**config.mk**
```make
export PLATFORM = sky130hd
export DESIGN_NAME = lmem_arbiter_flat
export DESIGN_NICKNAME = d
export VERILOG_FILES = /design/src/rtl/lmem_pkg.sv /design/src/rtl/lmem_arbiter_if.sv /design/src/rtl/lmem_hold_cnt.sv /design/src/rtl/lmem_arbiter.sv /design/src/flat_wrapper.sv
export SDC_FILE = /design/constraint.sdc
export NUM_CORES = 1
export LEC_CHECK = 0
export CORE_ASPECT_RATIO = 1.4
export CORE_MARGIN = 4
export CORE_UTILIZATION = 45
export CTS_BUF_LIST = sky130_fd_sc_hd__clkbuf_16
export DETAILED_ROUTE_END_ITERATION = 6
export PLACE_DENSITY = 0.86
export SYNTH_ARGS = -nofsm -noshare
export SYNTH_HDL_FRONTEND = slang
export SYNTH_SLANG_ARGS = --single-unit
export TNS_END_PERCENT = 1
```
**constraint.sdc**
```tcl
create_clock -name clk -period 5.3 [get_ports clk]
set_input_delay 0.795 -clock clk [delete_from_list [all_inputs] [get_ports clk]]
set_output_delay 0.795 -clock clk [all_outputs]
set_load 0.005 [all_outputs]
```
**src/rtl/lmem_pkg.sv**
```systemverilog
// Shared types and constants for the layer-memory arbiter.
package lmem_pkg;

  localparam int unsigned DEF_ADDR_W = 12;
  localparam int unsigned DEF_DATA_W = 20;

  // Layer-memory bank select codes
  localparam logic [2:0] CSEL_NONE  = 3'b000;
  localparam logic [2:0] CSEL_L0_K0 = 3'b001;
  localparam logic [2:0] CSEL_L0_K1 = 3'b010;
  localparam logic [2:0] CSEL_L1_K0 = 3'b011;
  localparam logic [2:0] CSEL_L1_K1 = 3'b100;
  localparam logic [2:0] CSEL_L2    = 3'b101;

  typedef enum logic [1:0] {StIdle, StOwn0, StOwn1} arb_state_t;

  // Codes 000, 110 and 111 select no bank; such transfers are swallowed.
  function automatic logic csel_legal(input logic [2:0] sel);
    return (sel >= CSEL_L0_K0) && (sel <= CSEL_L2);
  endfunction

endpackage

```
**src/rtl/lmem_arbiter_if.sv**
```systemverilog
// Requester and memory-port signals of the layer-memory arbiter.
// slave: arbiter side, master: requesters plus memory side.
interface lmem_arbiter_if
  import lmem_pkg::*;
#(
  parameter int unsigned ADDR_W = DEF_ADDR_W,
  parameter int unsigned DATA_W = DEF_DATA_W
);
  logic [1:0]        req_i;
  logic [1:0]        lock_i;
  logic [1:0]        we_i;
  logic [2:0]        sel0_i;
  logic [2:0]        sel1_i;
  logic [ADDR_W-1:0] addr0_i;
  logic [ADDR_W-1:0] addr1_i;
  logic [DATA_W-1:0] wdata0_i;
  logic [DATA_W-1:0] wdata1_i;
  logic [1:0]        gnt_o;
  logic [1:0]        rvalid_o;
  logic [DATA_W-1:0] rdata_o;
  logic              cwr;
  logic [ADDR_W-1:0] caddr_wr;
  logic [DATA_W-1:0] cdata_wr;
  logic              crd;
  logic [ADDR_W-1:0] caddr_rd;
  logic [DATA_W-1:0] cdata_rd;
  logic [2:0]        csel;

  modport slave (
    input  req_i, lock_i, we_i, sel0_i, sel1_i, addr0_i, addr1_i, wdata0_i, wdata1_i, cdata_rd,
    output gnt_o, rvalid_o, rdata_o, cwr, caddr_wr, cdata_wr, crd, caddr_rd, csel
  );

  modport master (
    output req_i, lock_i, we_i, sel0_i, sel1_i, addr0_i, addr1_i, wdata0_i, wdata1_i, cdata_rd,
    input  gnt_o, rvalid_o, rdata_o, cwr, caddr_wr, cdata_wr, crd, caddr_rd, csel
  );
endinterface

```
**src/rtl/lmem_hold_cnt.sv**
```systemverilog
// Saturating hold counter; at_max_o marks the cycle that completes MAX_BURST held cycles.
module lmem_hold_cnt #(
  parameter int unsigned MAX_BURST = 16
) (
  input  logic clk,
  input  logic reset,
  input  logic clr_i,
  input  logic inc_i,
  output logic at_max_o
);
  localparam int unsigned CntW = $clog2(MAX_BURST + 1);

  logic [CntW-1:0] cnt_q, cnt_d;

  // Clear wins over increment; saturate at MAX_BURST.
  always_comb begin
    cnt_d = cnt_q;
    if (clr_i) begin
      cnt_d = '0;
    end else if (inc_i && (cnt_q != CntW'(MAX_BURST))) begin
      cnt_d = cnt_q + 1'b1;
    end
  end

  // Counter register.
  always_ff @(posedge clk) begin
    if (reset) cnt_q <= '0;
    else       cnt_q <= cnt_d;
  end

  assign at_max_o = (cnt_q >= CntW'(MAX_BURST - 1));

endmodule

```
**src/rtl/lmem_arbiter.sv**
```systemverilog
// Two-requester arbiter for the layer-memory port. All memory-side outputs are registered.
// Define LMEM_ARB_RR_EN for round-robin IDLE tie-break; otherwise requester 0 wins ties.
module lmem_arbiter
  import lmem_pkg::*;
#(
  parameter int unsigned ADDR_W    = DEF_ADDR_W,
  parameter int unsigned DATA_W    = DEF_DATA_W,
  parameter int unsigned MAX_BURST = 16
) (
  input  logic            clk,
  input  logic            reset,
  lmem_arbiter_if.slave   bus
);

  arb_state_t state_q, state_d, tie_pick;
  logic [1:0] gnt;
  logic       acc, acc_id, we_a, legal, at_max, hold_inc;
  logic [2:0] sel_a;
  logic [ADDR_W-1:0] addr_a;
  logic [DATA_W-1:0] wdata_a;

  logic              cwr_q, cwr_d, crd_q, crd_d;
  logic [ADDR_W-1:0] caddr_wr_q, caddr_wr_d, caddr_rd_q, caddr_rd_d;
  logic [DATA_W-1:0] cdata_wr_q, cdata_wr_d, rdata_q, rdata_d;
  logic [2:0]        csel_q, csel_d;
  logic              rd_pend_q, rd_pend_d, rd_id_q, rd_id_d;
  logic [1:0]        rvalid_q, rvalid_d;

  assign gnt     = {state_q == StOwn1, state_q == StOwn0};
  assign acc     = |(bus.req_i & gnt);
  assign acc_id  = gnt[1];
  assign we_a    = acc_id ? bus.we_i[1]   : bus.we_i[0];
  assign sel_a   = acc_id ? bus.sel1_i    : bus.sel0_i;
  assign addr_a  = acc_id ? bus.addr1_i   : bus.addr0_i;
  assign wdata_a = acc_id ? bus.wdata1_i  : bus.wdata0_i;
  assign legal   = csel_legal(sel_a);

`ifdef LMEM_ARB_RR_EN
  logic last_owner_q, last_owner_d;

  // Track the most recent grantee so the next IDLE tie goes to the other side.
  always_comb begin
    last_owner_d = last_owner_q;
    if (state_d == StOwn0 && state_q != StOwn0)      last_owner_d = 1'b0;
    else if (state_d == StOwn1 && state_q != StOwn1) last_owner_d = 1'b1;
  end

  // Last-owner register.
  always_ff @(posedge clk) begin
    if (reset) last_owner_q <= 1'b1;
    else       last_owner_q <= last_owner_d;
  end

  assign tie_pick = last_owner_q ? StOwn0 : StOwn1;
`else
  assign tie_pick = StOwn0;
`endif

  // Hold cycles only count while the other side is waiting.
  assign hold_inc = ((state_q == StOwn0) && bus.req_i[1]) ||
                    ((state_q == StOwn1) && bus.req_i[0]);

  lmem_hold_cnt #(
    .MAX_BURST (MAX_BURST)
  ) u_hold_cnt (
    .clk      (clk),
    .reset    (reset),
    .clr_i    (state_d != state_q),
    .inc_i    (hold_inc),
    .at_max_o (at_max)
  );

  // Grant FSM next state; preemption overrides lock and release.
  always_comb begin
    state_d = state_q;
    unique case (state_q)
      StIdle: begin
        if (&bus.req_i)        state_d = tie_pick;
        else if (bus.req_i[0]) state_d = StOwn0;
        else if (bus.req_i[1]) state_d = StOwn1;
      end
      StOwn0: begin
        if (at_max && bus.req_i[1])                  state_d = StOwn1;
        else if (!bus.req_i[0] && !bus.lock_i[0])    state_d = StIdle;
      end
      StOwn1: begin
        if (at_max && bus.req_i[0])                  state_d = StOwn0;
        else if (!bus.req_i[1] && !bus.lock_i[1])    state_d = StIdle;
      end
      default: state_d = StIdle;
    endcase
  end

  // Memory command issue and read-data return pipeline.
  always_comb begin
    cwr_d      = 1'b0;
    crd_d      = 1'b0;
    caddr_wr_d = caddr_wr_q;
    caddr_rd_d = caddr_rd_q;
    cdata_wr_d = cdata_wr_q;
    csel_d     = csel_q;
    rd_pend_d  = 1'b0;
    rd_id_d    = rd_id_q;
    rvalid_d   = '0;
    rdata_d    = rdata_q;
    if (acc) begin
      if (we_a) begin
        if (legal) begin
          cwr_d      = 1'b1;
          caddr_wr_d = addr_a;
          cdata_wr_d = wdata_a;
          csel_d     = sel_a;
        end
      end else begin
        // Illegal-sel reads still return an rvalid, with zero data.
        rd_pend_d = 1'b1;
        rd_id_d   = acc_id;
        if (legal) begin
          crd_d      = 1'b1;
          caddr_rd_d = addr_a;
          csel_d     = sel_a;
        end
      end
    end
    if (rd_pend_q) begin
      rvalid_d = rd_id_q ? 2'b10 : 2'b01;
      rdata_d  = crd_q ? bus.cdata_rd : '0;
    end
  end

  // State and output registers.
  always_ff @(posedge clk) begin
    if (reset) begin
      state_q    <= StIdle;
      cwr_q      <= 1'b0;
      crd_q      <= 1'b0;
      caddr_wr_q <= '0;
      caddr_rd_q <= '0;
      cdata_wr_q <= '0;
      csel_q     <= CSEL_NONE;
      rd_pend_q  <= 1'b0;
      rd_id_q    <= 1'b0;
      rvalid_q   <= '0;
      rdata_q    <= '0;
    end else begin
      state_q    <= state_d;
      cwr_q      <= cwr_d;
      crd_q      <= crd_d;
      caddr_wr_q <= caddr_wr_d;
      caddr_rd_q <= caddr_rd_d;
      cdata_wr_q <= cdata_wr_d;
      csel_q     <= csel_d;
      rd_pend_q  <= rd_pend_d;
      rd_id_q    <= rd_id_d;
      rvalid_q   <= rvalid_d;
      rdata_q    <= rdata_d;
    end
  end

  assign bus.gnt_o    = gnt;
  assign bus.rvalid_o = rvalid_q;
  assign bus.rdata_o  = rdata_q;
  assign bus.cwr      = cwr_q;
  assign bus.crd      = crd_q;
  assign bus.caddr_wr = caddr_wr_q;
  assign bus.caddr_rd = caddr_rd_q;
  assign bus.cdata_wr = cdata_wr_q;
  assign bus.csel     = csel_q;

endmodule

```
**src/flat_wrapper.sv**
```systemverilog
// flat-port wrapper written by rule: the top's interface ports become plain ports
module lmem_arbiter_flat import lmem_pkg::*;
#(
  parameter int unsigned ADDR_W    = DEF_ADDR_W,
  parameter int unsigned DATA_W    = DEF_DATA_W,
  parameter int unsigned MAX_BURST = 16
)
  (clk, reset, bus_req_i, bus_lock_i, bus_we_i, bus_sel0_i, bus_sel1_i, bus_addr0_i, bus_addr1_i, bus_wdata0_i, bus_wdata1_i, bus_cdata_rd, bus_gnt_o, bus_rvalid_o, bus_rdata_o, bus_cwr, bus_caddr_wr, bus_cdata_wr, bus_crd, bus_caddr_rd, bus_csel);
  lmem_arbiter_if #(.ADDR_W(ADDR_W), .DATA_W(DATA_W)) bus_i ();
  input  logic clk;
  input  logic reset;
  input wire logic [$bits(bus_i.req_i)-1:0] bus_req_i;
  input wire logic [$bits(bus_i.lock_i)-1:0] bus_lock_i;
  input wire logic [$bits(bus_i.we_i)-1:0] bus_we_i;
  input wire logic [$bits(bus_i.sel0_i)-1:0] bus_sel0_i;
  input wire logic [$bits(bus_i.sel1_i)-1:0] bus_sel1_i;
  input wire logic [$bits(bus_i.addr0_i)-1:0] bus_addr0_i;
  input wire logic [$bits(bus_i.addr1_i)-1:0] bus_addr1_i;
  input wire logic [$bits(bus_i.wdata0_i)-1:0] bus_wdata0_i;
  input wire logic [$bits(bus_i.wdata1_i)-1:0] bus_wdata1_i;
  input wire logic [$bits(bus_i.cdata_rd)-1:0] bus_cdata_rd;
  output wire logic [$bits(bus_i.gnt_o)-1:0] bus_gnt_o;
  output wire logic [$bits(bus_i.rvalid_o)-1:0] bus_rvalid_o;
  output wire logic [$bits(bus_i.rdata_o)-1:0] bus_rdata_o;
  output wire logic [$bits(bus_i.cwr)-1:0] bus_cwr;
  output wire logic [$bits(bus_i.caddr_wr)-1:0] bus_caddr_wr;
  output wire logic [$bits(bus_i.cdata_wr)-1:0] bus_cdata_wr;
  output wire logic [$bits(bus_i.crd)-1:0] bus_crd;
  output wire logic [$bits(bus_i.caddr_rd)-1:0] bus_caddr_rd;
  output wire logic [$bits(bus_i.csel)-1:0] bus_csel;
  assign bus_i.req_i = bus_req_i;
  assign bus_i.lock_i = bus_lock_i;
  assign bus_i.we_i = bus_we_i;
  assign bus_i.sel0_i = bus_sel0_i;
  assign bus_i.sel1_i = bus_sel1_i;
  assign bus_i.addr0_i = bus_addr0_i;
  assign bus_i.addr1_i = bus_addr1_i;
  assign bus_i.wdata0_i = bus_wdata0_i;
  assign bus_i.wdata1_i = bus_wdata1_i;
  assign bus_i.cdata_rd = bus_cdata_rd;
  assign bus_gnt_o = bus_i.gnt_o;
  assign bus_rvalid_o = bus_i.rvalid_o;
  assign bus_rdata_o = bus_i.rdata_o;
  assign bus_cwr = bus_i.cwr;
  assign bus_caddr_wr = bus_i.caddr_wr;
  assign bus_cdata_wr = bus_i.cdata_wr;
  assign bus_crd = bus_i.crd;
  assign bus_caddr_rd = bus_i.caddr_rd;
  assign bus_csel = bus_i.csel;
  lmem_arbiter #(.ADDR_W(ADDR_W), .DATA_W(DATA_W), .MAX_BURST(MAX_BURST)) u_core (.clk(clk), .reset(reset), .bus(bus_i));
endmodule
```
Yosys cells after proc, flatten, opt, wreduce, memory -nomap -nowiden --
Cells that the tools add are included.
Cells by class: add/sub/neg operators 1, magnitude comparators 3, equality and inequality tests 4, multiplexer cells 16, bitwise gates (word level) 4, reduce and logical (&&, ||, !) cells 25
Operators with widths (count):
- $mux 20 | 2
- $mux 2 | 8
- $mux 12 | 1
- $logic_and 1x1->1 | 8
- $reduce_or 2->1 | 4
- $pmux 2 s3 | 1
- $reduce_and 2->1 | 3
- $reduce_and 3->1 | 2
- $reduce_or 3->1 | 2
- $add 5x1->5 const B | 1
- $ge 5x4->1 const B | 1
- $ne 5x5->1 const B | 1
- $logic_not 1->1 | 4
- $ge 3x1->1 const B | 1
- $le 3x3->1 const B | 1
- $mux 1 | 3
- $mux 3 | 1
- $not 1->1 | 3
- $and 2x2->2 | 1
- $eq 2x1->1 const B | 1
- $eq 2x2->1 const B | 1
- $logic_not 2->1 | 1
- $ne 2x2->1 | 1
- $logic_or 1x1->1 | 1
Word-level totals: register bits after elaboration 80, output and inout port bits 73

Depth between registers and ports, before layout --
Gate-level depths: netlist of run 1.
depth after elaboration 7, mapped depth 10, depth with buffers taken out 8

Cells and area by module --
Synthesis of run 1 repeated with hierarchy kept, for this count alone.
Second synthesis, totals: cell total of the unflattened synthesis 373, area total of the unflattened synthesis 3648.5 um2
Modules (own cells, without submodules):
- lmem_arbiter | times used 1, cells each 340, area each 3364.5 um2, sequential area each 1501.4 um2
- lmem_hold_cnt | times used 1, cells each 33, area each 284.0 um2, sequential area each 100.1 um2

Worst setup path after synthesis of run 1 --
No wires, ideal clock.
kind input-to-reg, from input bus_req_i[1], to register u_core.caddr_wr_q[11] (netlist: u_core.bus.caddr_wr[11]), library setup time 146 ps, data arrival time 1861 ps, setup slack 3293 ps, stages on the path 7, path through clkbuf_1 -> a22oi_1 -> nor2_1 -> and2_1 -> buf_6 -> buf_6 -> a211oi_2
Between the ends: cells in the longest elaborated chain, start to end 3
Ends and longest elaborated chain:
- from (decl) | RTL line flat_wrapper.sv:12 | input wire logic [$bits(bus_i.req_i)-1:0] bus_req_i;
- $and 2x2->2 | RTL line lmem_arbiter.sv:30 | assign acc = |(bus.req_i & gnt);
- $reduce_or 2->1 | RTL line lmem_arbiter.sv:30
- $reduce_and 3->1 (no line)
- to (signal assigned) | RTL line lmem_arbiter.sv:149 | caddr_wr_q <= caddr_wr_d;
- to (decl) | RTL line lmem_arbiter.sv:23 | logic [ADDR_W-1:0] caddr_wr_q, caddr_wr_d, caddr_rd_q, caddr_rd_d;
Every way passes these cells. A chain may end at the register's enable or synchronous reset.

Final worst setup path of run 1 --
from register u_core.state_q[1], to register u_core.cdata_wr_q[16] (netlist: u_core.bus.cdata_wr[16])
Between the ends: cells in the longest elaborated chain, start to end 5, elaborated cells on any way between the ends 11, those cells by class 2 x order compare; 2 x eq/ne; 3 x mux; 1 x bitwise; 3 x reduce/logical
Ends and longest elaborated chain:
- from (decl) | RTL line lmem_arbiter.sv:15 | arb_state_t state_q, state_d, tie_pick;
- from (signal assigned) | RTL line lmem_arbiter.sv:134 | state_q <= StIdle;
- from (signal assigned) | RTL line lmem_arbiter.sv:146 | state_q <= state_d;
- $eq 2x2->1 | RTL line lmem_arbiter.sv:29 | assign gnt = {state_q == StOwn1, state_q == StOwn0};
- $mux 3 | RTL line lmem_arbiter.sv:33 | assign sel_a = acc_id ? bus.sel1_i : bus.sel0_i;
- $ge 3x1->1 / $le 3x3->1 (equally long branches) | RTL line lmem_pkg.sv:19 | return (sel >= CSEL_L0_K0) && (sel <= CSEL_L2);
- $logic_and 1x1->1 | RTL line lmem_pkg.sv:19
- $reduce_and 3->1 (no line)
- to (signal assigned) | RTL line lmem_arbiter.sv:151 | cdata_wr_q <= cdata_wr_d;
- to (decl) | RTL line lmem_arbiter.sv:24 | logic [DATA_W-1:0] cdata_wr_q, cdata_wr_d, rdata_q, rdata_d;
Several ways; a longest one is shown, not always the timed one.

==> results of run 1 <==
-- sequential cells by signal, summed over array words and instances (netlist names) --
name and cells:
u_core.bus.cdata_wr 20, u_core.bus.rdata_o 20, u_core.bus.caddr_rd 12, u_core.bus.caddr_wr 12, u_core.u_hold_cnt.cnt_q 5, u_core.bus.csel 3
u_core.bus.rvalid_o 2, u_core.state_q 2, u_core.bus.crd 1, u_core.bus.cwr 1, u_core.rd_id_q 1, u_core.rd_pend_q 1
-- through the flow --
step / util (%) / cell area [µm²] / cells
after CTS: 69.00 / 5623 / 636
after detailed placement: 65.68 / 5353 / 620
after global placement: 65.68 / 5353 / 620
final: 69.00 / 5623 / 636
after global routing: 69.00 / 5623 / 636
after floorplan: - / 3745 / 382
-- cells by family (layout without fill, tap and decap cells) --
group,count (synthesis),after routing,synth area share [%]
compound gates,130,130,26.50
xor+xnor,3,3,0.7018
fa+ha+maj,3,3,1.002
buf+inv,41,193,6.849
flops,80,80,42.77
mux,38,38,10.39
simple gates,87,87,11.79
-- cell usage after synthesis --
master and number:
sky130_fd_sc_hd__buf_2 7, sky130_fd_sc_hd__mux2_4 1, sky130_fd_sc_hd__xor2_1 2, sky130_fd_sc_hd__ha_1 3, sky130_fd_sc_hd__nand3b_1 2, sky130_fd_sc_hd__a32oi_1 1
sky130_fd_sc_hd__and3_1 2, sky130_fd_sc_hd__nor3b_1 2, sky130_fd_sc_hd__o221ai_1 1, sky130_fd_sc_hd__and3b_1 1, sky130_fd_sc_hd__nor3_1 3, sky130_fd_sc_hd__o21bai_1 1
sky130_fd_sc_hd__nor2b_1 24, sky130_fd_sc_hd__a2bb2oi_1 1, sky130_fd_sc_hd__and2_1 2, sky130_fd_sc_hd__dfxtp_1 80, sky130_fd_sc_hd__mux2i_1 36, sky130_fd_sc_hd__mux2i_2 1
sky130_fd_sc_hd__nor2b_4 1, sky130_fd_sc_hd__nand2_1 8, sky130_fd_sc_hd__buf_6 11, sky130_fd_sc_hd__a22oi_1 1, sky130_fd_sc_hd__buf_1 1, sky130_fd_sc_hd__a22o_1 1
sky130_fd_sc_hd__xnor2_1 1, sky130_fd_sc_hd__nor2_1 38, sky130_fd_sc_hd__nand4_1 2, sky130_fd_sc_hd__a21oi_1 75, sky130_fd_sc_hd__nand3_1 1, sky130_fd_sc_hd__a211oi_1 5
sky130_fd_sc_hd__clkbuf_1 14, sky130_fd_sc_hd__o2bb2ai_1 2, sky130_fd_sc_hd__a211oi_2 40, sky130_fd_sc_hd__o21ai_0 1, sky130_fd_sc_hd__buf_4 3, sky130_fd_sc_hd__and2_4 1
sky130_fd_sc_hd__inv_1 5, sky130_fd_sc_hd__o22ai_1 1
-- per-layer routing --
| metal | share of wire [%] | up-vias |
|---|---|---|
| li1 | - | 1656 |
| met1 | 39 | 1561 |
| met2 | 51 | 137 |
| met3 | 7.1 | 20 |
| met4 | 3.0 | 0 |
| met5 | 0 | - |
-- cell type report --
cell class	count	area (µm²)
Fill cell	650	2526
Multi-Input combinational cell	261	1891
Timing Repair Buffer	172	1714
Sequential cell	80	1602
Clock buffer	9	225.2
Tap cell	102	127.6
Clock inverter	7	45.04
Inverter	5	18.77
-- placed cells by master, fill, tap and decap left out, types with 2 or more instances in the layout --
master,n
sky130_fd_sc_hd__ha_1,3
sky130_fd_sc_hd__nor3_1,3
sky130_fd_sc_hd__a211oi_1,5
sky130_fd_sc_hd__inv_6,2
sky130_fd_sc_hd__and3_1,2
sky130_fd_sc_hd__clkbuf_16,9
sky130_fd_sc_hd__a21oi_1,75
sky130_fd_sc_hd__nand3b_1,2
sky130_fd_sc_hd__clkinv_2,3
sky130_fd_sc_hd__nand4_1,2
sky130_fd_sc_hd__inv_1,5
sky130_fd_sc_hd__nand2_1,8
sky130_fd_sc_hd__nor2_1,37
sky130_fd_sc_hd__xor2_1,2
sky130_fd_sc_hd__mux2i_1,36
sky130_fd_sc_hd__buf_4,3
sky130_fd_sc_hd__a211oi_2,40
sky130_fd_sc_hd__clkdlybuf4s50_1,169
sky130_fd_sc_hd__nor2b_1,24
sky130_fd_sc_hd__dfxtp_1,80
sky130_fd_sc_hd__nor3b_1,2
sky130_fd_sc_hd__o2bb2ai_1,2
-- power breakdown --
group	internal, W	switching [W]
clock network	0.000317	0.000239
logic	0.000132	0.000103
registers	0.000620	0.0000145
-- worst paths after layout --
| kind | endpoint | cells past startpoint | from | slack (ps) |
|---|---|---|---|---|
| min reg2reg | u_core.bus.rvalid_o[0]$_SDFF_PP0_ | 1 | u_core.rd_id_q$_SDFFE_PP0P_ | 460 |
| min | u_core.bus.rvalid_o[0]$_SDFF_PP0_ | 1 | u_core.rd_id_q$_SDFFE_PP0P_ | 460 |
| max | u_core.bus.cdata_wr[16]$_SDFFE_PP0P_ | 7 | u_core.state_q[1]$_SDFF_PP0_ | 1870 |
| max reg2reg | u_core.bus.cdata_wr[16]$_SDFFE_PP0P_ | 7 | u_core.state_q[1]$_SDFF_PP0_ | 1870 |
-- critical path: cells and delay by family, from the launching register on --
kind	cells	cell delay [ps]
flip-flops	1	480
AND/OR/NAND/NOR	3	1530
buffers and inverters	2	830
AO/OA/AOI/OAI	2	370
==> tab_implementation.tex, run 1 <==
\begin{tabular}{lr}
\hline
Metric & Value \\
\hline
\multicolumn{2}{l}{\textbf{Setup path}} \\
\quad Sequence of cells on the critical path & nor2b\_4 -> buf\_4 -> a22oi\_1 -> nor2\_2 -> buf\_4 -> and2\_2 -> a211oi\_1 \\
\quad Data required time of the critical path & around 5500 ps \\
\quad Sort of element at the end of the critical path & register \\
\quad CP max stage cell & sky130\_fd\_sc\_hd\_\_and2\_2 \\
\quad Most Frequent Cell on Critical Path & sky130\_fd\_sc\_hd\_\_buf\_4 \\
\quad Critical path startpoint category & register \\
\quad Highest fanout seen on the critical path & 33 \\
\quad Worst Path Arrival & $\sim$3600 ps \\
\quad Maximum single-stage delay on the critical path & 850 ps \\
\quad Worst setup path class & reg2reg \\
\multicolumn{2}{l}{\textbf{Placed design}} \\
\quad Number of input and output port buffers inserted & 170 \\
\quad RD Place Congestion & a little over 0.8 \\
\quad Half-perimeter wire length of the detailed placement result & a little under 8000 µm \\
\quad DP Worst Slack & $\sim$1900 ps \\
\multicolumn{2}{l}{\textbf{Clock network}} \\
\quad CTS clk-pin slew, worst paths & 60 ps \\
\quad CTS tree & done \\
\quad Number of gates resized after CTS & 0 \\
\quad Post-CTS Repair Setup Buffers & 0 \\
\quad Hold-fix buffers at CTS & 0 \\
\quad Sinks on Clock Net & 80 \\
\quad Clock root buffer & sky130\_fd\_sc\_hd\_\_clkbuf\_16 \\
\quad Maximum root-to-sink buffer count & 2 \\
\quad Number of clock buffers inserted by TritonCTS & 9 \\
\quad Clk Latency, worst-skew pair & roughly 330 ps \\
\quad H-tree level count & 3 \\
\multicolumn{2}{l}{\textbf{Detailed routing}} \\
\quad Detail-routed net length per standard cell & between 15 and 20 µm \\
\quad Average via count per standard cell & between 5 and 6 \\
\quad DRC violations left & 0 \\
\quad Total number of vias & roughly 3400 \\
\quad Aggregate routed wire length & between 10000 and 15000 µm \\
\quad Iteration-0 DRC count of the detailed router & 131 \\
\quad DR pass1 iterations & 4 \\
\quad Antenna viol nets, final & 0 \\
\multicolumn{2}{l}{\textbf{Layout}} \\
\quad Number of nets in the finished design & 630 \\
\quad Antenna diode instance count & 0 \\
\quad Layout cells sized above 1 & a little under an eighth \\
\quad Synthesis-to-layout area growth & 50.15\% \\
\multicolumn{2}{l}{\textbf{STA}} \\
\quad Slew headroom & between 20\% and 30\% \\
\quad Maximum frequency from static timing analysis & between 200 and 300 MHz \\
\quad Sum of negative setup slack & 0 ps \\
\quad Post-route fraction of the period consumed by the critical path & about 65\% \\
\quad Worst Tran Pin Value & roughly 1100 ps \\
\quad Number of pins with negative max-slew slack in the final report & 0 \\
\quad Count of final setup violators & 0 \\
\quad Minimum hold slack & around 460 ps \\
\quad Number of hold violations in the final report & 0 \\
\quad Setup ws final & 1873 ps \\
\quad Fin crit period & 3427 ps \\
\quad Unrepaired setup endpoints after global routing & false \\
\quad Worst Clk Skew & a little over 7 ps \\
\multicolumn{2}{l}{\textbf{Synthesis}} \\
\quad Synthesized net count & between 400 and 500 \\
\quad Synthesized cell area & about 3700 µm² \\
\quad Sequential area share after synthesis & between 40 and 50\% \\
\quad Flip-flop and latch count after synthesis & 80 \\
\quad Gate count after technology mapping & between 300 and 400 \\
\quad Most area-consuming cells after synthesis & sky130\_fd\_sc\_hd\_\_dfxtp\_1, sky130\_fd\_sc\_hd\_\_a211oi\_2, sky130\_fd\_sc\_hd\_\_a21oi\_1 \\
\quad Library cells used by synthesis & 38 \\
\quad Post-Synthesis Mean Instance Area & about 9.8 µm² \\
\quad Area share of the largest cell type after synthesis & between 40\% and 50\% \\
\quad Warning count from the yosys run & 0 \\
\quad Cell type with the highest aggregate area in the netlist & sky130\_fd\_sc\_hd\_\_dfxtp\_1 \\
\multicolumn{2}{l}{\textbf{Floorplanning}} \\
\quad Die Span Y & 115.9 µm \\
\quad Cell Rows & 39 \\
\quad Core area & a little over 8000 µm² \\
\quad Io pins & around 170 \\
\quad Initial core utilization & 45.95\% \\
\quad Die Width & 85.10 µm \\
\quad Die Outline Area & about 9900 µm² \\
\multicolumn{2}{l}{\textbf{Global routing}} \\
\quad First-pass GRT wire length & between 15000 and 20000 µm \\
\quad Number of global-route vias before repair & about 3300 \\
\quad Met3 Usage GRT & under 10\% \\
\quad Met2 Use GR & 37.40\% \\
\quad Congestion Overflow GR & 0 \\
\quad Met1 capacity usage during global routing & between 20 and 25\% \\
\quad Most congested layer reported by global routing & met2 \\
\quad Global Route Usage Sum & about a fifth \\
\quad Largest net degree at the start of global routing & 77 \\
\quad Antenna violations before repair & 0 \\
\multicolumn{2}{l}{\textbf{Power}} \\
\quad Static leakage & between 1.5 and 2 nW \\
\quad Power per standard cell area & about 250 nW/µm² \\
\quad Overall power of the completed layout & 0.001426 W \\
\quad Worst ir drop on vdd & approximately 0.00018 V \\
\multicolumn{2}{l}{\textbf{Job}} \\
\quad Maximum capacitance violations & 0 \\
\multicolumn{2}{l}{\textbf{Status}} \\
\quad Status & complete, no violations \\
\multicolumn{2}{l}{\textbf{Min path}} \\
\quad Min-delay worst type & reg2reg \\
\hline
\end{tabular}
No activity file was read; power rests on OpenSTA's default activity.
==> run 2, diff against run 1 <==
--- a/config.mk
+++ b/config.mk
@@ -7,10 +7,10 @@
 export LEC_CHECK = 0
 export CORE_ASPECT_RATIO = 1.4
 export CORE_MARGIN = 4
-export CORE_UTILIZATION = 45
+export CORE_UTILIZATION = 38
 export CTS_BUF_LIST = sky130_fd_sc_hd__clkbuf_16
 export DETAILED_ROUTE_END_ITERATION = 6
-export PLACE_DENSITY = 0.86
+export PLACE_DENSITY = 0.77
 export SYNTH_ARGS = -nofsm -noshare
 export SYNTH_HDL_FRONTEND = slang
 export SYNTH_SLANG_ARGS = --single-unit
==> constraint.sdc (replaced) <==
create_clock -name clk -period 2.8 [get_ports clk]
set_input_delay 0.42 -clock clk [delete_from_list [all_inputs] [get_ports clk]]
set_output_delay 0.42 -clock clk [all_outputs]
set_load 0.005 [all_outputs]
==> run 2 against run 1 <==
Effect of this change:
- cell area increased by 1.9%
- first-iteration DRC count grew 9.9%
- routed wire length up 4.8%
- clock power grew 87%
- worst hold slack improved by 6.8 ps
- final cell count up 6.3%
- worst setup slack got worse by 1500 ps
- via count grew 0.18%
- critical path depth is 1 lower
- sequential power grew 89%
- flip-flop and latch count is the same
- critical path type unchanged
- critical endpoint unchanged
- largest cell class unchanged
==> tab_implementation.tex, run 2 (synthesis results as in run 1) <==
\begin{tabular}{lr}
\hline
Metric & Value \\
\hline
\multicolumn{2}{l}{\textbf{STA}} \\
\quad Count of final setup violators & 0 \\
\quad Post-route fraction of the period consumed by the critical path & about nine tenths \\
\quad Sum of negative setup slack & 0 ps \\
\quad Number of hold violations in the final report & 0 \\
\quad Maximum frequency from static timing analysis & between 400 and 500 MHz \\
\quad Worst Clk Skew & slightly below 7 ps \\
\quad Fin crit period & $\sim$2500 ps \\
\quad Worst Tran Pin Value & between 900 and 1000 ps \\
\quad Number of pins with negative max-slew slack in the final report & 0 \\
\quad Slew headroom & about two fifths \\
\quad Unrepaired setup endpoints after global routing & false \\
\multicolumn{2}{l}{\textbf{Power}} \\
\quad Static leakage & about 2.0 nW \\
\quad Worst ir drop on vdd & 0.0003404 V \\
\quad Power per standard cell area & roughly 470 nW/µm² \\
\multicolumn{2}{l}{\textbf{Detailed routing}} \\
\quad Iteration-0 DRC count of the detailed router & 144 \\
\quad DRC violations left & 0 \\
\quad Detail-routed net length per standard cell & 16.55 µm \\
\quad Routed length on met3 & around 750 µm \\
\quad Antenna viol nets, final & 0 \\
\quad Total number of vias & between 3000 and 4000 \\
\quad Detailed-route wire length on metal 1 & around 4500 µm \\
\quad Average via count per standard cell & 5.000 \\
\quad Highest routed layer & met4 \\
\quad DR pass1 iterations & 4 \\
\quad Aggregate routed wire length & roughly 11000 µm \\
\quad Met2 Routed Length & roughly 5800 µm \\
\multicolumn{2}{l}{\textbf{Layout}} \\
\quad Antenna diode instance count & 0 \\
\quad Most used cells in the layout excluding fill and tap cells & sky130\_fd\_sc\_hd\_\_clkdlybuf4s50\_1, sky130\_fd\_sc\_hd\_\_dfxtp\_1, sky130\_fd\_sc\_hd\_\_a21oi\_1 \\
\quad Most frequent standard cell in the layout excluding fill and tap cells & sky130\_fd\_sc\_hd\_\_clkdlybuf4s50\_1 \\
\quad Layout cells sized above 1 & roughly an eighth \\
\quad Synthesis-to-layout area growth & 53.06\% \\
\quad Number of nets in the finished design & between 600 and 700 \\
\quad Final standard cell utilization of the core & roughly 60\% \\
\quad Fill cell instance count of the final layout & between 800 and 900 \\
\multicolumn{2}{l}{\textbf{Clock network}} \\
\quad CTS tree & done \\
\quad Sinks on Clock Net & 80 \\
\quad Clock root buffer & sky130\_fd\_sc\_hd\_\_clkbuf\_16 \\
\quad Clk Latency, worst-skew pair & 330 ps \\
\quad Number of gates resized after CTS & 0 \\
\quad Post-CTS Repair Setup Buffers & 0 \\
\quad Hold-fix buffers at CTS & 0 \\
\quad CTS clk-pin slew, worst paths & about 60 ps \\
\quad Maximum root-to-sink buffer count & 2 \\
\quad Number of clock buffers inserted by TritonCTS & 9 \\
\quad H-tree level count & 3 \\
\multicolumn{2}{l}{\textbf{Setup path}} \\
\quad CP startpoint & u\_core.state\_q[1]\$\_SDFF\_PP0\_ \\
\quad Sort of element at the end of the critical path & register \\
\quad Beginning of the worst register-to-register path & u\_core.state\_q[1]\$\_SDFF\_PP0\_ \\
\quad Worst setup path class & reg2reg \\
\quad Reg2reg setup slack & 330 ps \\
\quad Highest fanout seen on the critical path & 33 \\
\quad Critical R2R Capture & u\_core.bus.cdata\_wr[16]\$\_SDFFE\_PP0P\_ \\
\quad Worst Path Arrival & about 2600 ps \\
\quad Data required time of the critical path & 2970 ps \\
\quad Critical path startpoint category & register \\
\quad Depth of the worst register-to-register path & 6 \\
\quad Last element of the critical path & u\_core.bus.cdata\_wr[16]\$\_SDFFE\_PP0P\_ \\
\multicolumn{2}{l}{\textbf{Floorplanning}} \\
\quad Die Span Y & about 130 µm \\
\quad Die Width & a little over 90 µm \\
\quad Core area & $\sim$9600 µm² \\
\quad Initial core utilization & between 30 and 40\% \\
\quad Die Outline Area & 11530 µm² \\
\quad Cell Rows & 42 \\
\quad Io pins & $\sim$170 \\
\multicolumn{2}{l}{\textbf{Min path}} \\
\quad Min-delay worst type & reg2reg \\
\multicolumn{2}{l}{\textbf{Placed design}} \\
\quad RD Place Congestion & approximately 0.77 \\
\quad Half-perimeter wire length of the detailed placement result & between 8000 and 9000 µm \\
\quad Number of input and output port buffers inserted & 170 \\
\multicolumn{2}{l}{\textbf{Global routing}} \\
\quad Number of global-route vias before repair & about 3500 \\
\quad First-pass GRT wire length & 17750 µm \\
\quad Antenna violations before repair & 0 \\
\quad Global Route Usage Sum & between 10\% and 20\% \\
\quad Largest net degree at the start of global routing & 47 \\
\quad Congestion Overflow GR & 0 \\
\multicolumn{2}{l}{\textbf{Status}} \\
\quad Status & complete, no violations \\
\multicolumn{2}{l}{\textbf{Job}} \\
\quad Maximum capacitance violations & 0 \\
\hline
\end{tabular}
[run 2: how the worst min path moves through the flow]
stage	start	to	slack [ps]	cells past startpoint
floorplan	u_core.rd_id_q$_SDFFE_PP0P_	u_core.bus.rvalid_o[0]$_SDFF_PP0_	410	1
global placement	u_core.bus.csel[0]$_SDFFE_PP0P_	u_core.bus.csel[0]$_SDFFE_PP0P_	460	1
detailed placement	u_core.bus.csel[0]$_SDFFE_PP0P_	u_core.bus.csel[0]$_SDFFE_PP0P_	470	1
CTS	u_core.rd_id_q$_SDFFE_PP0P_	u_core.bus.rvalid_o[0]$_SDFF_PP0_	480	1
global route	u_core.rd_id_q$_SDFFE_PP0P_	u_core.bus.rvalid_o[0]$_SDFF_PP0_	490	1
finish	u_core.rd_id_q$_SDFFE_PP0P_	u_core.bus.rvalid_o[0]$_SDFF_PP0_	470	1
[run 2: metal layers]
| layer | track usage [%] | vias to the layer above |
|---|---|---|
| li1 | - | 1676 |
| met3 | 5.950 | 11 |
| met5 | 0 | - |
| met1 | 21.62 | 1580 |
| met4 | 5.512 | 0 |
| met2 | 34.60 | 113 |
[run 2: worst max-delay path: stages, from the launching register on]
cell,delay [ps]
sky130_fd_sc_hd__dfxtp_1,490
sky130_fd_sc_hd__nor2b_4,310
sky130_fd_sc_hd__buf_4,250
sky130_fd_sc_hd__a22oi_1,160
sky130_fd_sc_hd__nor2_2,150
sky130_fd_sc_hd__and2_2,770
sky130_fd_sc_hd__a211oi_1,150
[run 2: per-stage QoR]
step	instances	cell area (µm²)	power [W]	hold WS, ps	setup WS, ps
floorplan	382	3745	0.001446	413.8	900.9
global placement	660	5465	0.001674	456.5	384.9
detailed placement	660	5465	0.001685	468.4	327.6
CTS	676	5732	0.002727	478.5	335.6
global route	676	5732	0.002798	491.2	106.8
finish	676	5732	0.002695	469.6	334.9
[run 2: power by group]
| group | internal (W) | leakage, nW | switching (W) |
|---|---|---|---|
| logic | 0.000260 | 1.20 | 0.000201 |
| registers | 0.00117 | 0.648 | 0.0000248 |
| clock network | 0.000591 | 0.135 | 0.000445 |
| total | 0.00202 | 1.99 | 0.000671 |
[run 2: final cells by class]
| type | instances | area [µm²] | area share (%) |
|---|---|---|---|
| clock inverters | 7 | 41.29 | 0.7204 |
| multi-input cells | 261 | 1891 | 32.98 |
| inverters | 5 | 18.77 | 0.3274 |
| repair buffers | 182 | 1789 | 31.22 |
| well taps | 132 | 165.2 | 2.881 |
| flip-flops and latches | 80 | 1602 | 27.94 |
| clock buffers | 9 | 225.2 | 3.929 |
==> run 3, diff against run 2 <==
--- a/config.mk
+++ b/config.mk
@@ -7,10 +7,10 @@
 export LEC_CHECK = 0
 export CORE_ASPECT_RATIO = 1.4
 export CORE_MARGIN = 4
-export CORE_UTILIZATION = 38
+export CORE_UTILIZATION = 42
 export CTS_BUF_LIST = sky130_fd_sc_hd__clkbuf_16
 export DETAILED_ROUTE_END_ITERATION = 6
-export PLACE_DENSITY = 0.77
+export PLACE_DENSITY = 0.81
 export SYNTH_ARGS = -nofsm -noshare
 export SYNTH_HDL_FRONTEND = slang
 export SYNTH_SLANG_ARGS = --single-unit
==> constraint.sdc (replaced) <==
create_clock -name clk -period 2.55 [get_ports clk]
set_input_delay 0.3825 -clock clk [delete_from_list [all_inputs] [get_ports clk]]
set_output_delay 0.3825 -clock clk [all_outputs]
set_load 0.005 [all_outputs]
==> run 3 against run 2 <==
Effect of this change:
- clock power grew 6%
- total power grew 8.6%
- combinational power grew 10%
- count of clock-buffer cells in the layout is the same
- sequential power grew 10%
- cell area shrank 0.52%
- critical path depth shrank 3
- global-route usage grew 1.2 points
- largest power group unchanged
==> tab_implementation.tex, run 3 (synthesis results as in run 1) <==
\begin{tabular}{lr}
\hline
Metric & Value \\
\hline
\multicolumn{2}{l}{\textbf{Status}} \\
\quad Status & complete, no violations \\
\multicolumn{2}{l}{\textbf{Global routing}} \\
\quad Congestion Overflow GR & 0 \\
\quad First-pass GRT wire length & around 17000 µm \\
\quad Global Route Usage Sum & between 20 and 25\% \\
\quad Most congested layer reported by global routing & met2 \\
\quad Largest net degree at the start of global routing & 50 \\
\quad Antenna violations before repair & 0 \\
\quad Met1 capacity usage during global routing & 22.49\% \\
\quad Met3 Usage GRT & around 4.7\% \\
\quad Number of global-route vias before repair & roughly 3500 \\
\quad Met2 Use GR & between 30\% and 40\% \\
\multicolumn{2}{l}{\textbf{Clock network}} \\
\quad CTS tree & done \\
\quad Number of clock buffers inserted by TritonCTS & 9 \\
\quad Hold-fix buffers at CTS & 0 \\
\quad Clock root buffer & sky130\_fd\_sc\_hd\_\_clkbuf\_16 \\
\quad Post-CTS Repair Setup Buffers & 0 \\
\quad CTS clk-pin slew, worst paths & around 50 ps \\
\quad H-tree level count & 3 \\
\quad Maximum root-to-sink buffer count & 2 \\
\quad Sinks on Clock Net & 80 \\
\quad Clk Latency, worst-skew pair & 330 ps \\
\multicolumn{2}{l}{\textbf{Setup path}} \\
\quad Sort of element at the end of the critical path & primary output \\
\quad Worst Path Arrival & between 1500 and 2000 ps \\
\quad Sequence of cells on the critical path & nor2b\_4 -> buf\_6 -> clkdlybuf4s50\_1 \\
\quad Highest fanout seen on the critical path & 24 \\
\quad Data required time of the critical path & roughly 2200 ps \\
\quad Critical path startpoint category & register \\
\quad Maximum single-stage delay on the critical path & roughly 560 ps \\
\quad Worst path top cell family by delay & buffers and inverters \\
\quad CP max stage cell & sky130\_fd\_sc\_hd\_\_clkdlybuf4s50\_1 \\
\quad Worst path bufs/invs & 2 \\
\quad Worst setup path class & reg2out \\
\multicolumn{2}{l}{\textbf{Detailed routing}} \\
\quad Aggregate routed wire length & about 11000 µm \\
\quad DRC violations left & 0 \\
\quad Antenna viol nets, final & 0 \\
\quad Total number of vias & approximately 3400 \\
\quad DR pass1 iterations & 4 \\
\quad Iteration-0 DRC count of the detailed router & roughly 190 \\
\quad Average via count per standard cell & approximately 5.3 \\
\quad Detail-routed net length per standard cell & around 17 µm \\
\multicolumn{2}{l}{\textbf{STA}} \\
\quad Fin crit period & 2371 ps \\
\quad Number of pins with negative max-slew slack in the final report & 0 \\
\quad Maximum frequency from static timing analysis & roughly 420 MHz \\
\quad Sum of negative setup slack & 0 ps \\
\quad Worst Clk Skew & between 6 and 7 ps \\
\quad Count of final setup violators & 0 \\
\quad Slew headroom & around 52\% \\
\quad Number of hold violations in the final report & 0 \\
\quad Worst Tran Pin Value & about 720 ps \\
\quad Unrepaired setup endpoints after global routing & false \\
\quad Post-route fraction of the period consumed by the critical path & 92.97\% \\
\multicolumn{2}{l}{\textbf{Floorplanning}} \\
\quad Die Width & approximately 88 µm \\
\quad Initial core utilization & between 40\% and 50\% \\
\quad Cell Rows & 40 \\
\quad Io pins & approximately 170 \\
\quad Die Outline Area & 10510 µm² \\
\quad Die Span Y & between 100 and 150 µm \\
\quad Core area & roughly 8700 µm² \\
\multicolumn{2}{l}{\textbf{Placed design}} \\
\quad Number of input and output port buffers inserted & 170 \\
\quad RD Place Congestion & roughly 0.79 \\
\quad Half-perimeter wire length of the detailed placement result & 8092 µm \\
\quad Placed cells & about 630 \\
\multicolumn{2}{l}{\textbf{Job}} \\
\quad Maximum capacitance violations & 0 \\
\multicolumn{2}{l}{\textbf{Power}} \\
\quad Power per standard cell area & 513.3 nW/µm² \\
\quad Worst ir drop on vdd & about 0.00034 V \\
\quad Static leakage & approximately 2.0 nW \\
\multicolumn{2}{l}{\textbf{Layout}} \\
\quad Most used cells in the layout excluding fill and tap cells & sky130\_fd\_sc\_hd\_\_clkdlybuf4s50\_1, sky130\_fd\_sc\_hd\_\_dfxtp\_1, sky130\_fd\_sc\_hd\_\_a21oi\_1 \\
\quad Layout cells sized above 1 & 13.05\% \\
\quad Antenna diode instance count & 0 \\
\quad Synthesis-to-layout area growth & 52.26\% \\
\quad Number of nets in the finished design & roughly 640 \\
\quad Most frequent standard cell in the layout excluding fill and tap cells & sky130\_fd\_sc\_hd\_\_clkdlybuf4s50\_1 \\
\quad Non-Filler Instances & 649 \\
\multicolumn{2}{l}{\textbf{Min path}} \\
\quad Min-delay worst type & reg2reg \\
\hline
\end{tabular}
run 3: changes by cell type in the layout (fill, tap and decap cells not counted), sizes merged:
cell,before,now
buf,13,14
inv,7,6
clkinv,4,5
clkinvlp,1,0
run 3: power breakdown:
part           switching, W  internal [W]
sequential        0.0000263       0.00129
combinational      0.000221      0.000289
clock              0.000463      0.000639
run 3: stage by stage:
stage	power [W]	setup slack (ps)	util [%]	instance area, µm²	hold slack [ps]
5_1_grt	0.003056	71.14	65.85	5702	482.7
4_1_cts	0.002956	48.81	65.75	5693	465.3
3_3_place_gp	0.001836	203.4	62.82	5439	454.6
3_5_place_dp	0.001849	92.52	62.82	5439	447.4
2_1_floorplan	0.001588	650.9	-	3745	413.8
6_report	0.002926	179.3	65.85	5702	461.1
run 3: final timing paths:
path / to / start / cells after the start / slack, ps
max reg2reg: u_core.bus.caddr_rd[0]$_SDFFE_PP0P_ / u_core.state_q[1]$_SDFF_PP0_ / 6 / 250
max: bus_gnt_o[1] / u_core.state_q[1]$_SDFF_PP0_ / 3 / 180
min reg2reg: u_core.bus.csel[2]$_SDFFE_PP0P_ / u_core.bus.csel[2]$_SDFFE_PP0P_ / 1 / 460
min: u_core.bus.csel[2]$_SDFFE_PP0P_ / u_core.bus.csel[2]$_SDFFE_PP0P_ / 1 / 460
run 3: timing repair:
| item | 4_1_cts | 5_1_grt |
|---|---|---|
| hold endpoints to repair | 0 | 0 |
| setup endpoints to repair | 0 | 35 |
| gates resized for setup | 0 | 3 |
run 3: worst reg2reg max path: stages, from the launching register on:
cell and delay [ps]:
sky130_fd_sc_hd__dfxtp_1 460, sky130_fd_sc_hd__nor2b_4 330, sky130_fd_sc_hd__mux2i_2 340, sky130_fd_sc_hd__mux2_4 350, sky130_fd_sc_hd__buf_6 210, sky130_fd_sc_hd__and2_4 290
sky130_fd_sc_hd__a211oi_1 240
run 3: final cells by class:
| cell class | count | area (µm²) |
|---|---|---|
| clock buffers | 9 | 225.2 |
| clock inverters | 6 | 28.78 |
| fillers | 694 | 2957 |
| flip-flops and latches | 80 | 1602 |
| multi-input cells | 261 | 1892 |
| well taps | 105 | 131.4 |
| inverters | 5 | 18.77 |
| repair buffers | 183 | 1804 |
run 3: per-layer routing:
metal / share of wire [%] / vias to the layer above
met1: 38 / 1606
met5: 0 / -
met4: 2.0 / 0
met2: 52 / 129
li1: - / 1676
met3: 8.2 / 15
==> RTL edit, RTL diff (flow settings as in run 2) <==
`MAX_BURST` is set to 16 in 3 places; all go to 32.
--- a/src/rtl/lmem_hold_cnt.sv
+++ b/src/rtl/lmem_hold_cnt.sv
@@ -1,6 +1,6 @@
 // Saturating hold counter; at_max_o marks the cycle that completes MAX_BURST held cycles.
 module lmem_hold_cnt #(
-  parameter int unsigned MAX_BURST = 16
+  parameter int unsigned MAX_BURST = 32
 ) (
   input  logic clk,
   input  logic reset,
--- a/src/rtl/lmem_arbiter.sv
+++ b/src/rtl/lmem_arbiter.sv
@@ -5,7 +5,7 @@
 #(
   parameter int unsigned ADDR_W    = DEF_ADDR_W,
   parameter int unsigned DATA_W    = DEF_DATA_W,
-  parameter int unsigned MAX_BURST = 16
+  parameter int unsigned MAX_BURST = 32
 ) (
   input  logic            clk,
   input  logic            reset,
--- a/src/flat_wrapper.sv
+++ b/src/flat_wrapper.sv
@@ -3,7 +3,7 @@
 #(
   parameter int unsigned ADDR_W    = DEF_ADDR_W,
   parameter int unsigned DATA_W    = DEF_DATA_W,
-  parameter int unsigned MAX_BURST = 16
+  parameter int unsigned MAX_BURST = 32
 )
   (clk, reset, bus_req_i, bus_lock_i, bus_we_i, bus_sel0_i, bus_sel1_i, bus_addr0_i, bus_addr1_i, bus_wdata0_i, bus_wdata1_i, bus_cdata_rd, bus_gnt_o, bus_rvalid_o, bus_rdata_o, bus_cwr, bus_caddr_wr, bus_cdata_wr, bus_crd, bus_caddr_rd, bus_csel);
   lmem_arbiter_if #(.ADDR_W(ADDR_W), .DATA_W(DATA_W)) bus_i ();
Check against the original RTL: no difference found for any inputs over 10 cycles, from zero or initial values and one cycle with reset high; that may be too few to reach the edited logic, so the function may still have changed.
==> RTL edit against run 2 <==
Count of clock-buffer cells in the layout stayed put. Power is 1.7% higher. Highest routed layer unchanged. Clock power is 6% higher. Sequential cell count is 1 higher. Setup slack better by 0.065 ns. Critical endpoint is now bus_gnt_o[1]. Design area is 4.8% higher. Synthesized area is 6.1% higher. Wire length is 5.5% lower.
==> RTL edit: results (changes against run 2) <==
Min path
  – Min-delay src: u_core.bus.cdata_wr[18]
  – WHS Path Cells: 2 (+1)
  – Hold Crit Endpoint: u_core.bus.cdata_wr[18]

Power
  – Combinational Power Share: 15.8% (-1.3 points)
  – Leakage power: 2.25 nW (+13%)
  – Int Pwr: 2.12 mW (+4.8%)
  – Switching power of the nets: 0.620 mW (-7.5%)
  – VDD IR max: 0.281 mV (-17%)
  – Flop pwr share: 44.0% (-0.5 points)

Worst setup path
  – FF-to-FF setup slack: 0.57 ns (+0.24 ns)
  – Worst-path maximum fanout: 23 (-30%)
  – Reg2reg end: u_core.bus.cdata_wr[17]
  – R2R depth: 5 (-1)
  – Delay-heaviest family, CP: flip-flops
  – Worst Setup EP: bus_gnt_o[1]
  – Worst EP arrival: 1.98 ns (-0.65 ns)

STA
  – Max-slew headroom: 55.5% (+17 points)
  – Crit share post-route: 85.7% (-2.3 points)
  – Setup Skew: 0.00560 ns (-0.00134 ns)
  – Hold slack: 0.459 ns (-0.0107 ns)

Synthesis
  – Unique cell type count in the Yosys netlist: 47 (+24%)
  – Yosys warns: 0 (unchanged)
  – Post-synthesis sequential area ratio: 40.8% (-1.9 points)
  – Synth top cells by count: dfxtp_1, mux2i_1, nor2b_1, nor2_1, a21oi_1
  – Syn_nets: 512 (+6.0%)
  – Largest cells by area after synthesis: dfxtp_1, mux2i_1, nor2b_1

Clock network
  – CTS buffer count: 9 (unchanged)
  – Post-CTS Setup Repair Bufs: 0 (unchanged)

Global route
  – M1 GR Usage: 19.2% (-2.4 points)
  – Met3 Resource Use GR: 6.14% (+0.19 points)
  – Total GRT Usage: 17.3% (-1.9 points)
  – First-pass GRT wire length: 16.8 mm (-5.2%)
  – Largest net degree at the start of global routing: 39 (-17%)
  – GR Util met2: 30.9% (-3.7 points)

Place
  – Worst Setup Slack post-DPL: 0.334 ns (+0.00599 ns)
  – Gp weighted congestion: 0.758 (-0.99%)
  – DP Area: 0.00573 sq mm (+4.8%)
  – Placed cells: 694 (+5.2%)

Routing
  – Total number of vias: 3503 (+3.6%)
  – Initial DRC Count: 105 (-27%)

Final layout
  – Fin cells: 710 (+5.0%)
  – Nets: 670 (+4.7%)
  – Share of cells above drive strength 1: 11.1% (-2.1 points)

Status
  – Status: finished clean
RTL edit: layout make-up:
| cell class | instances | area [sq um] |
|---|---|---|
| Clock buffer | 9 | 225 |
| Multi-Input combinational cell | 275 | 2070 |
| Tap cell | 135 | 169 |
| Sequential cell | 81 | 1620 |
| Clock inverter | 7 | 53.8 |
| Fill cell | 869 | 4060 |
| Inverter | 24 | 90.1 |
| Timing Repair Buffer | 179 | 1780 |
RTL edit: kinds of logic after synthesis:
| group | count (synthesis) | share of synthesized area [%] |
|---|---|---|
| AND/OR/NAND/NOR | 137 | 20.5 |
| AO/OA/AOI/OAI | 89 | 19.1 |
| flip-flops | 81 | 40.8 |
| buffers and inverters | 56 | 7.12 |
| multiplexers | 42 | 10.7 |
| XOR/XNOR | 5 | 1.10 |
| adder cells (fa/ha/maj) | 2 | 0.630 |
RTL edit: routing by layer:
metal / vias up / part of all wire (%)
li1: 1753 / -
met1: 1624 / 39
met2: 115 / 51
met3: 11 / 8.8
met4: 0 / 0.93
met5: - / 0
